===== src/rtl/wam_game_core.sv =====
// Whack-a-mole game controller: sequences countdown, play and game-over,
// and keeps score, flick count, remaining time and remaining lives for the
// three game modes (points, timed, lives). Light and key events come from
// peer blocks; o_clear_n resets those peers for the single RESTART cycle.
//
// Event handshake: every event input (i_play, i_tick_1hz, i_light_new,
// i_light_expired, i_key_valid) is a one-cycle strobe that is consumed on
// the rising edge where it is high; there is no back-pressure.
module wam_game_core #(
    parameter int NUM_LIGHTS    = 9,
    parameter int SCORE_W       = 7,
    parameter int READY_SECONDS = 5,
    parameter int GAME_SECONDS  = 60,
    parameter int LIVES         = 3,
    localparam int POS_W        = (NUM_LIGHTS > 1) ? $clog2(NUM_LIGHTS) : 1
) (
    input  logic               i_clk,
    input  logic               i_rst_n,
    input  logic               i_play,
    input  logic [1:0]         i_mode,
    input  logic [SCORE_W-1:0] i_max_hits,
    input  logic               i_tick_1hz,
    input  logic               i_light_new,
    input  logic               i_light_valid,
    input  logic [POS_W-1:0]   i_light_pos,
    input  logic               i_light_expired,
    input  logic               i_key_valid,
    input  logic [POS_W-1:0]   i_key_pos,
    output logic [2:0]         o_state,
    output logic               o_clear_n,
    output logic               o_countdown_en,
    output logic               o_flick_en,
    output logic               o_game_over,
    output logic [3:0]         o_ready_count,
    output logic [6:0]         o_time_left,
    output logic [2:0]         o_lives_left,
    output logic [SCORE_W-1:0] o_score,
    output logic [SCORE_W-1:0] o_flicks
);

    // Game phases; the encoding is visible on o_state for observers.
    typedef enum logic [2:0] {
        ST_SETUP     = 3'd0,
        ST_WAIT      = 3'd1,
        ST_PLAY      = 3'd2,
        ST_GAME_OVER = 3'd3,
        ST_RESTART   = 3'd4
    } state_t;

    localparam logic [1:0] MODE_TIMED = 2'd1;
    localparam logic [1:0] MODE_LIVES = 2'd2;

    state_t             r_state;
    state_t             w_state_next;

    // Game configuration, captured only when leaving RESTART so that
    // changes on i_mode / i_max_hits mid-game do not disturb the game.
    logic [1:0]         r_mode_q;
    logic [SCORE_W-1:0] r_max_q;

    logic [SCORE_W-1:0] r_score;
    logic [SCORE_W-1:0] r_flicks;
    logic [3:0]         r_ready_count;
    logic [6:0]         r_time_left;
    logic [2:0]         r_lives_left;
    // Set once the current light has been hit; further presses on it are misses.
    logic               r_hit_lock;

    logic [1:0]         w_mode_next;
    logic [SCORE_W-1:0] w_max_next;
    logic [SCORE_W-1:0] w_score_next;
    logic [SCORE_W-1:0] w_flicks_next;
    logic [3:0]         w_ready_next;
    logic [6:0]         w_time_next;
    logic [2:0]         w_lives_next;
    logic               w_hit_lock_next;

    // Per-cycle play evaluation
    logic               w_mode_timed;
    logic               w_mode_lives;
    logic               w_lock_eff;
    logic               w_hit;
    logic               w_key_miss;
    logic               w_exp_miss;
    logic [1:0]         w_miss_cnt;
    logic [SCORE_W-1:0] w_score_play;
    logic [SCORE_W-1:0] w_flicks_play;
    logic [6:0]         w_time_play;
    logic [2:0]         w_lives_play;
    logic               w_play_end;

    // Hit/miss judgement and the counter values PLAY would produce this cycle.
    always_comb begin
        w_mode_timed = (r_mode_q == MODE_TIMED);
        w_mode_lives = (r_mode_q == MODE_LIVES);

        // A new light in this cycle means the key is judged against a fresh,
        // never-hit light.
        w_lock_eff = i_light_new ? 1'b0 : r_hit_lock;

        w_hit      = i_key_valid & i_light_valid &
                     (i_key_pos == i_light_pos) & ~w_lock_eff;
        w_key_miss = i_key_valid & ~w_hit;
        // An expiring light that was never hit is a miss, unless it is hit
        // in the very cycle it expires.
        w_exp_miss = i_light_expired & ~r_hit_lock & ~w_hit;
        w_miss_cnt = {1'b0, w_key_miss} + {1'b0, w_exp_miss};

        w_score_play  = (w_hit && (r_score != '1)) ? r_score + SCORE_W'(1) : r_score;
        w_flicks_play = (i_light_new && (r_flicks != '1)) ? r_flicks + SCORE_W'(1) : r_flicks;

        w_time_play = r_time_left;
        if (w_mode_timed && i_tick_1hz && (r_time_left != 7'd0)) begin
            w_time_play = r_time_left - 7'd1;
        end

        w_lives_play = r_lives_left;
        if (w_mode_lives) begin
            if ({1'b0, w_miss_cnt} >= r_lives_left) begin
                w_lives_play = 3'd0;
            end else begin
                w_lives_play = r_lives_left - {1'b0, w_miss_cnt};
            end
        end

        // End-of-game test looks at the values after this cycle's updates.
        if (w_mode_timed) begin
            w_play_end = (w_time_play == 7'd0);
        end else if (w_mode_lives) begin
            w_play_end = (w_lives_play == 3'd0);
        end else begin
            w_play_end = (w_flicks_play == r_max_q) && !i_light_valid;
        end
    end

    // Next-state logic; play wins over every other event except in RESTART.
    always_comb begin
        w_state_next = r_state;
        case (r_state)
            ST_SETUP: begin
                if (i_play) w_state_next = ST_RESTART;
            end
            ST_WAIT: begin
                if (i_play) begin
                    w_state_next = ST_RESTART;
                end else if (i_tick_1hz && (r_ready_count == 4'd1)) begin
                    w_state_next = ST_PLAY;
                end
            end
            ST_PLAY: begin
                if (i_play) begin
                    w_state_next = ST_RESTART;
                end else if (w_play_end) begin
                    w_state_next = ST_GAME_OVER;
                end
            end
            ST_GAME_OVER: begin
                if (i_play) w_state_next = ST_RESTART;
            end
            ST_RESTART: begin
                w_state_next = ST_WAIT;
            end
            default: begin
                w_state_next = ST_SETUP;
            end
        endcase
    end

    // Next values of configuration and counters; everything holds by default.
    always_comb begin
        w_mode_next     = r_mode_q;
        w_max_next      = r_max_q;
        w_score_next    = r_score;
        w_flicks_next   = r_flicks;
        w_ready_next    = r_ready_count;
        w_time_next     = r_time_left;
        w_lives_next    = r_lives_left;
        w_hit_lock_next = r_hit_lock;
        case (r_state)
            ST_RESTART: begin
                w_mode_next     = i_mode;
                w_max_next      = i_max_hits;
                w_score_next    = '0;
                w_flicks_next   = '0;
                w_ready_next    = 4'(READY_SECONDS);
                w_time_next     = 7'(GAME_SECONDS);
                w_lives_next    = 3'(LIVES);
                w_hit_lock_next = 1'b0;
            end
            ST_WAIT: begin
                if (!i_play && i_tick_1hz && (r_ready_count != 4'd0)) begin
                    w_ready_next = r_ready_count - 4'd1;
                end
            end
            ST_PLAY: begin
                if (!i_play) begin
                    w_score_next    = w_score_play;
                    w_flicks_next   = w_flicks_play;
                    w_time_next     = w_time_play;
                    w_lives_next    = w_lives_play;
                    w_hit_lock_next = w_hit | w_lock_eff;
                end
            end
            default: begin
            end
        endcase
    end

    // State register.
    always_ff @(posedge i_clk or negedge i_rst_n) begin
        if (!i_rst_n) begin
            r_state <= ST_SETUP;
        end else begin
            r_state <= w_state_next;
        end
    end

    // Configuration and game counters.
    always_ff @(posedge i_clk or negedge i_rst_n) begin
        if (!i_rst_n) begin
            r_mode_q      <= 2'd0;
            r_max_q       <= '0;
            r_score       <= '0;
            r_flicks      <= '0;
            r_ready_count <= 4'd0;
            r_time_left   <= 7'd0;
            r_lives_left  <= 3'd0;
            r_hit_lock    <= 1'b0;
        end else begin
            r_mode_q      <= w_mode_next;
            r_max_q       <= w_max_next;
            r_score       <= w_score_next;
            r_flicks      <= w_flicks_next;
            r_ready_count <= w_ready_next;
            r_time_left   <= w_time_next;
            r_lives_left  <= w_lives_next;
            r_hit_lock    <= w_hit_lock_next;
        end
    end

    // Outputs are registers or pure decodes of the registered state.
    assign o_state        = r_state;
    assign o_clear_n      = (r_state != ST_RESTART);
    assign o_countdown_en = (r_state == ST_WAIT);
    assign o_flick_en     = (r_state == ST_PLAY);
    assign o_game_over    = (r_state == ST_GAME_OVER);
    assign o_ready_count  = r_ready_count;
    assign o_time_left    = r_time_left;
    assign o_lives_left   = r_lives_left;
    assign o_score        = r_score;
    assign o_flicks       = r_flicks;

endmodule

===== config.mk =====
export PLATFORM = sky130hd
export DESIGN_NAME = wam_game_core
export DESIGN_NICKNAME = d
export VERILOG_FILES = /design/src/rtl/wam_game_core.sv
export SDC_FILE = /design/constraint.sdc
export NUM_CORES = 1
export LEC_CHECK = 0
export CAP_MARGIN = 25
export CORE_ASPECT_RATIO = 1.2
export CORE_UTILIZATION = 50
export CTS_CLUSTER_SIZE = 25
export DETAILED_ROUTE_END_ITERATION = 10
export PLACE_DENSITY = 0.89
export SYNTH_ARGS = -nofsm -noshare
export SYNTH_HDL_FRONTEND = slang
export SYNTH_SLANG_ARGS = --single-unit
export TNS_END_PERCENT = 10

===== constraint.sdc =====
create_clock -name i_clk -period 3.4 [get_ports i_clk]
set_input_delay 0.68 -clock i_clk [delete_from_list [all_inputs] [get_ports i_clk]]
set_output_delay 0.68 -clock i_clk [all_outputs]
set_load 0.005 [all_outputs]

Word level (Yosys, flattened, before mapping)
Index checks and enable logic that the tools add are counted.
{"block": "op_classes", "reduce_logical": 22, "n_addsub": 6, "mux": 26, "n_eq_ne": 18, "n_bitwise": 10, "n_shift": 0, "n_lt_le_gt_ge": 1, "n_mul": 0, "n_div": 0}
{"op": "7-bit 2-to-1 mux", "count": 6}
{"op": "7-bit case mux with 2 select lines", "count": 3}
{"op": "3-bit 2-to-1 mux", "count": 8}
{"op": "7-bit by 1-bit adder with 7-bit output, second input constant", "count": 2}
{"op": "7-bit inequality test, second input constant", "count": 2}
{"op": "3-bit case mux with 4 select lines", "count": 1}
{"op": "1-bit logical AND", "count": 8}
{"op": "4-bit case mux with 2 select lines", "count": 1}
{"op": "7-bit == test", "count": 1}
{"op": "7-bit logical NOT", "count": 1}
{"op": "7-bit nonzero test", "count": 1}
{"op": "7-bit by 1-bit subtractor with 7-bit output, second input constant", "count": 1}
{"op": "1-bit bitwise AND", "count": 6}
{"op": "3-bit by 2-bit == test with 1-bit output, second input constant", "count": 2}
{"op": "3-bit logical NOT", "count": 2}
{"op": "2-bit by 1-bit inequality test with 1-bit output, second input constant", "count": 3}
{"op": "3-bit by 2-bit inequality test with 1-bit output, second input constant", "count": 2}
{"op": "3-bit case mux with 2 select lines", "count": 1}
{"op": "3-bit AND reduction", "count": 2}
{"op": "4-bit by 1-bit == test with 1-bit output, second input constant", "count": 1}
{"op": "4-bit == test", "count": 1}
{"op": "1-bit 2-to-1 mux", "count": 4}
{"op": "4-bit 2-to-1 mux", "count": 1}
{"op": "2-bit AND reduction", "count": 2}
{"op": "other kinds (17)", "count": 21}
{"block": "totals", "mem_count": 0, "ram_bits": 0, "output_inout_bits": 35, "register_bits": 41, "inputBits": 25, "rom_bits": 0, "wordCells": 92, "latchBits": 0}

Logic depth before layout (Yosys ltp)
{"block": "logic_depth", "word_depth": 15, "mapped_depth": 13, "depth_no_buf": 13}

Worst setup path before layout
Ideal clock, no wire load.
{"block": "synth_timing", "kind": "input-to-reg", "startpoint": "input port i_light_pos[0]", "endpoint": "register r_state[0], in the netlist o_state[0]", "arrival_time_ps": 2941, "required_time_ps": 3278, "path_slack_ps": 337, "n_path_buf": 0, "path_stages": 13, "setup_time_ps": 122, "path_cell_list": "xnor2_1 nand3_1 or3_1 and3b_1 ha_1 ha_1 inv_1 fa_1 xnor2_1 nor3b_1 o21ai_0 o311ai_1 a32o_1"}
{"block": "synth_between", "elab_chain_len": 14, "elab_cells_between_ends": 16, "cone_classes": "add/sub (2); order compare (1); eq/ne (2); mux (4); bitwise (5); reduce/logical (2)"}
{"element": "start: declaration", "line_no": "25", "rtl": "input logic [POS_W-1:0] i_light_pos,"}
{"element": "4-bit == test *", "line_no": "102", "rtl": "(i_key_pos == i_light_pos) & ~w_lock_eff;"}
{"element": "1-bit bitwise AND *", "line_no": "101", "rtl": "w_hit = i_key_valid & i_light_valid &"}
{"element": "1-bit bitwise AND *", "line_no": "102"}
{"element": "1-bit inverter *", "line_no": "103, 106"}
{"element": "1-bit bitwise AND, on equally long branches", "line_no": "103, 106"}
{"element": "1-bit by 1-bit adder with 2-bit output *", "line_no": "107", "rtl": "w_miss_cnt = {1'b0, w_key_miss} + {1'b0, w_exp_miss};"}
{"element": "3-bit by 2-bit subtractor with 3-bit output or 2-bit by 3-bit greater-or-equal comparator with 1-bit output (tied branches)", "line_no": "122, 119"}
{"element": "3-bit 2-to-1 mux *", "line_no": "119", "rtl": "if ({1'b0, w_miss_cnt} >= r_lives_left) begin"}
{"element": "3-bit 2-to-1 mux *", "line_no": "118", "rtl": "if (w_mode_lives) begin"}
{"element": "3-bit logical NOT *", "line_no": "130", "rtl": "w_play_end = (w_lives_play == 3'd0);"}
{"element": "1-bit 2-to-1 mux *", "line_no": "129", "rtl": "end else if (w_mode_lives) begin"}
{"element": "1-bit 2-to-1 mux *", "line_no": "127", "rtl": "if (w_mode_timed) begin"}
{"element": "3-bit by 2-bit inequality test with 1-bit output (no source line) *"}
{"element": "3-bit AND reduction (no source line) *"}
{"element": "end signal: assignment", "line_no": "214", "rtl": "r_state <= w_state_next;"}
{"element": "end: declaration", "line_no": "53", "rtl": "state_t r_state;"}
Mark *: on every way between the ends. The rest lies on a longest branch, timed or not.
A chain may end at the register's enable or synchronous reset.

Worst setup path after layout
{"block": "layout_timing", "startpoint": "input port i_light_pos[1]", "endpoint": "register r_state[0], in the netlist o_state[0]"}
The elaborated chain is that of the path after synthesis.

==> run_results.csv <==
group,metric,value,unit
logic_synthesis,synth.avg_cell_area,8.49,um^2
drt,drtIter0Drc,172,
power,p_leak,1.55,nW
timing,setup_viol_count_final,0,
drt,first_pass_iters,5,
outcome,status,"completed",
logic_synthesis,ys_ff_latch,41,
drt,dr_total_vias,2635,
critical_path,cp_max_fo,3,
timing,finalHoldViolations,0,
floorplan,ios,60,
drt,detail-route-antenna-nets,0,
critical_path,endpoint_kind,"flop",
clock_network,cts_made_buffers,5,
layout,final.fill_count,384,
drt,wl_per_cell,15.7,um
logic_synthesis,yosysSeqAreaShare,38.0,%
critical_path,r2r_slack,0.77,ns
layout,finalNetCount,417,
floorplan,die_w,69.1,um
critical_path,crit_required,3.59,ns
timing,fin_skew,0.00974,ns
clock_network,htreeDepth,2,
floorplan,dieArea,5700,um^2
drt,drt-total-wl,6.94,mm
job,maxCapViolations,0,
power,cellPowerDensity,337,nW/um^2
floorplan,dieHeight,82.5,um
clock_network,clk_transition_reported_paths,0.08,ns
placed_design,dp_hpwl,4.92,mm
timing,setup_ws,0.0759,ns
logic_synthesis,yosys_warnings,0,
global_routing,grt_pass1_wl,11.4,mm
logic_synthesis,syn_nets,353,
global_routing,grt_usage,25.2,%
layout,diodes,0,
clock_network,root_buffer,"clkbuf_8",
layout,final_util,69.2,%
floorplan,core_area,5080,um^2
clock_network,clk_latency,0.30,ns
timing,period_minus_slack,3.32,ns
timing,period_share,97.8,%
timing,clock.fmax,301,MHz
clock_network,cts_tree,"yes",
global_routing,grt_max_degree,42,
logic_synthesis,synthCells,318,
clock_network,cts_buffer_depth,2,
logic_synthesis,ys.flop_type,"dfrtp_1",
logic_synthesis,syn-cell-area,2700,um^2
power,peakVddDrop,0.000232,V
timing,drv_slew,0,
placed_design,place_congestion,0.881,
global_routing,grt_pass1_vias,2495,
layout,drive_gt1_share,10.2,%
floorplan,start_util,53.2,%
drt,drc,0,
global_routing,antenna_found_initial,0,
critical_path,critPathKind,"in -> reg",
clock_network,cts_num_sinks,41,
drt,via_per_inst,5.95,
logic_synthesis,async_flop_share,100,%
global_routing,gr-total-overflow,0,
placed_design,dp_slack,-0.265,ns
timing,worst_pin_slew,0.913,ns
layout,syn_to_final_growth,30.1,%
timing,relSlewSlack,39.1,%
hold_path,hp-class,"in -> async",
critical_path,startpoint_type,"input pin",
placed_design,io_buffer_count,59,
floorplan,row_count,28,
logic_synthesis,yosys.cell_types.count,59,
critical_path,arrival,3.52,ns
logic_synthesis,synth_edf_count,0,
[flip-flops by register name (all words and copies together), names as in the netlist]
register / cells
r_mode_q: 2
r_max_q: 7
o_state: 3
o_score: 7
o_lives_left: 3
o_ready_count: 4
o_time_left: 7
o_flicks: 7
r_hit_lock: 1
[per-layer routing]
metal | GRT usage, % | wire length [um] | vias to the layer above
met2 | 42.3 | 3360 | 127
met3 | 5.22 | 495 | 18
met5 | 0 | 0 | -
li1 | - | - | 1248
met1 | 31.5 | 2900 | 1242
met4 | 11.4 | 177 | 0
[stage by stage]
step / area, um^2 / TNS, ns / hold slack, ns / total power [mW] / cells
floorplan: 2700 / 0 / 0.384 / 0.714 / 318
global placement: 3370 / -0.316 / 0.480 / 0.821 / 434
detailed placement: 3370 / -0.479 / 0.496 / 0.836 / 434
CTS: 3470 / 0 / 0.515 / 1.19 / 442
global route: 3510 / -0.0191 / 0.565 / 1.25 / 443
finish: 3510 / 0 / 0.496 / 1.19 / 443
[logic make-up (layout without fill, tap and decap cells)]
| group | count (synthesis) | after routing | synth area share [%] |
|---|---|---|---|
| XOR/XNOR | 19 | 19 | 6.16 |
| flip-flops | 41 | 41 | 38.0 |
| adder cells (fa/ha/maj) | 10 | 10 | 4.91 |
| buffers and inverters | 27 | 92 | 4.45 |
| multiplexers | 2 | 2 | 0.972 |
| AO/OA/AOI/OAI | 70 | 70 | 17.0 |
| AND/OR/NAND/NOR | 149 | 149 | 28.5 |
[cell type report]
class | count | area [um^2] | area share, %
multi-input combinational | 250 | 1570 | 44.7
sequential | 41 | 1030 | 29.2
inverter | 13 | 48.8 | 1.39
clock buffer | 7 | 96.3 | 2.74
timing repair buffer | 71 | 691 | 19.7
tap | 60 | 75.1 | 2.14
clock inverter | 1 | 5.00 | 0.142
[critical path, stage by stage]
cell             delay, ns
clkdlybuf4s50_1       0.41
xor2_1                0.21
or3_1                 0.40
and3b_1               0.18
ha_1                  0.28
ha_2                  0.18
inv_2                 0.04
fa_2                  0.39
xnor2_2               0.20
nor3b_2               0.07
o21ai_1               0.14
o311ai_1              0.11
a32o_1                0.22
[cells in the mapped netlist (2+ instances only)]
cell type / n / area, um^2
nor4b_1: 2 / 17.5
or2_2: 2 / 12.5
inv_1: 13 / 48.8
xor2_1: 6 / 52.6
nand2b_1: 3 / 18.8
and3b_1: 2 / 17.5
a21oi_1: 15 / 75.1
o41ai_1: 2 / 17.5
o21a_1: 2 / 15.0
o2111ai_1: 2 / 17.5
buf_2: 8 / 40.0
clkbuf_1: 2 / 7.51
dfrtp_1: 41 / 1030
nand3_1: 12 / 60.1
o21ai_0: 23 / 115
nor4_1: 2 / 12.5
and3_1: 6 / 37.5
xnor2_1: 13 / 114
nor2_1: 33 / 124
a32o_1: 2 / 20.0
nor2b_1: 4 / 25.0
and2_1: 4 / 25.0
nor3_1: 10 / 50.1
a31oi_1: 10 / 62.6
nand4_1: 3 / 18.8
nand2_1: 51 / 191
buf_4: 2 / 15.0
or3_1: 3 / 18.8
ha_1: 9 / 113
nor3b_1: 2 / 15.0
[where the power goes]
group	internal, mW	total [mW]	leakage, nW	switching, mW
logic	0.130	0.261	0.980	0.131
registers	0.522	0.573	0.516	0.0504
clock network	0.184	0.352	0.0542	0.169
total	0.836	1.19	1.55	0.350
[layout by cell type, fill, tap and decap left out, drive strengths merged, types with 3 or more instances in the layout]
cell type | netlist | routed
ha | 9 | 9
xor2 | 6 | 6
xnor2 | 13 | 13
and3 | 6 | 6
nand2 | 51 | 51
and2 | 4 | 4
dlymetal6s2s | 0 | 6
nor2b | 5 | 5
clkbuf | 3 | 7
nand4 | 4 | 4
a31oi | 10 | 10
o21ai | 23 | 23
nand2b | 3 | 3
or3 | 3 | 3
nor4b | 3 | 3
dfrtp | 41 | 41
nand3 | 13 | 13
clkdlybuf4s50 | 0 | 52
nor2 | 34 | 34
inv | 13 | 13
nor3 | 10 | 10
a21oi | 16 | 16
buf | 11 | 13
[timing repair]
action | 4_1_cts | 5_1_grt
setup endpoints to repair | 1 | 2
pin swaps | 1 | 13
gates resized for setup | 0 | 13
hold buffers | 0 | 0
buffers inserted | 0 | 1
[worst paths after layout]
kind / cells past startpoint / start / to
worst max-delay path: 13 / i_light_pos[1] / o_state[0]
worst min-delay path: 1 / i_rst_n / o_time_left[6]
worst max register to register: 11 / r_hit_lock / o_state[0]
worst min register to register: 2 / r_max_q[0] / r_max_q[0]
max in group asynchronous: 1 / i_rst_n / o_flicks[3]
min in group i_clk: 2 / r_max_q[0] / r_max_q[0]
No activity file was read; power rests on OpenSTA's default activity.
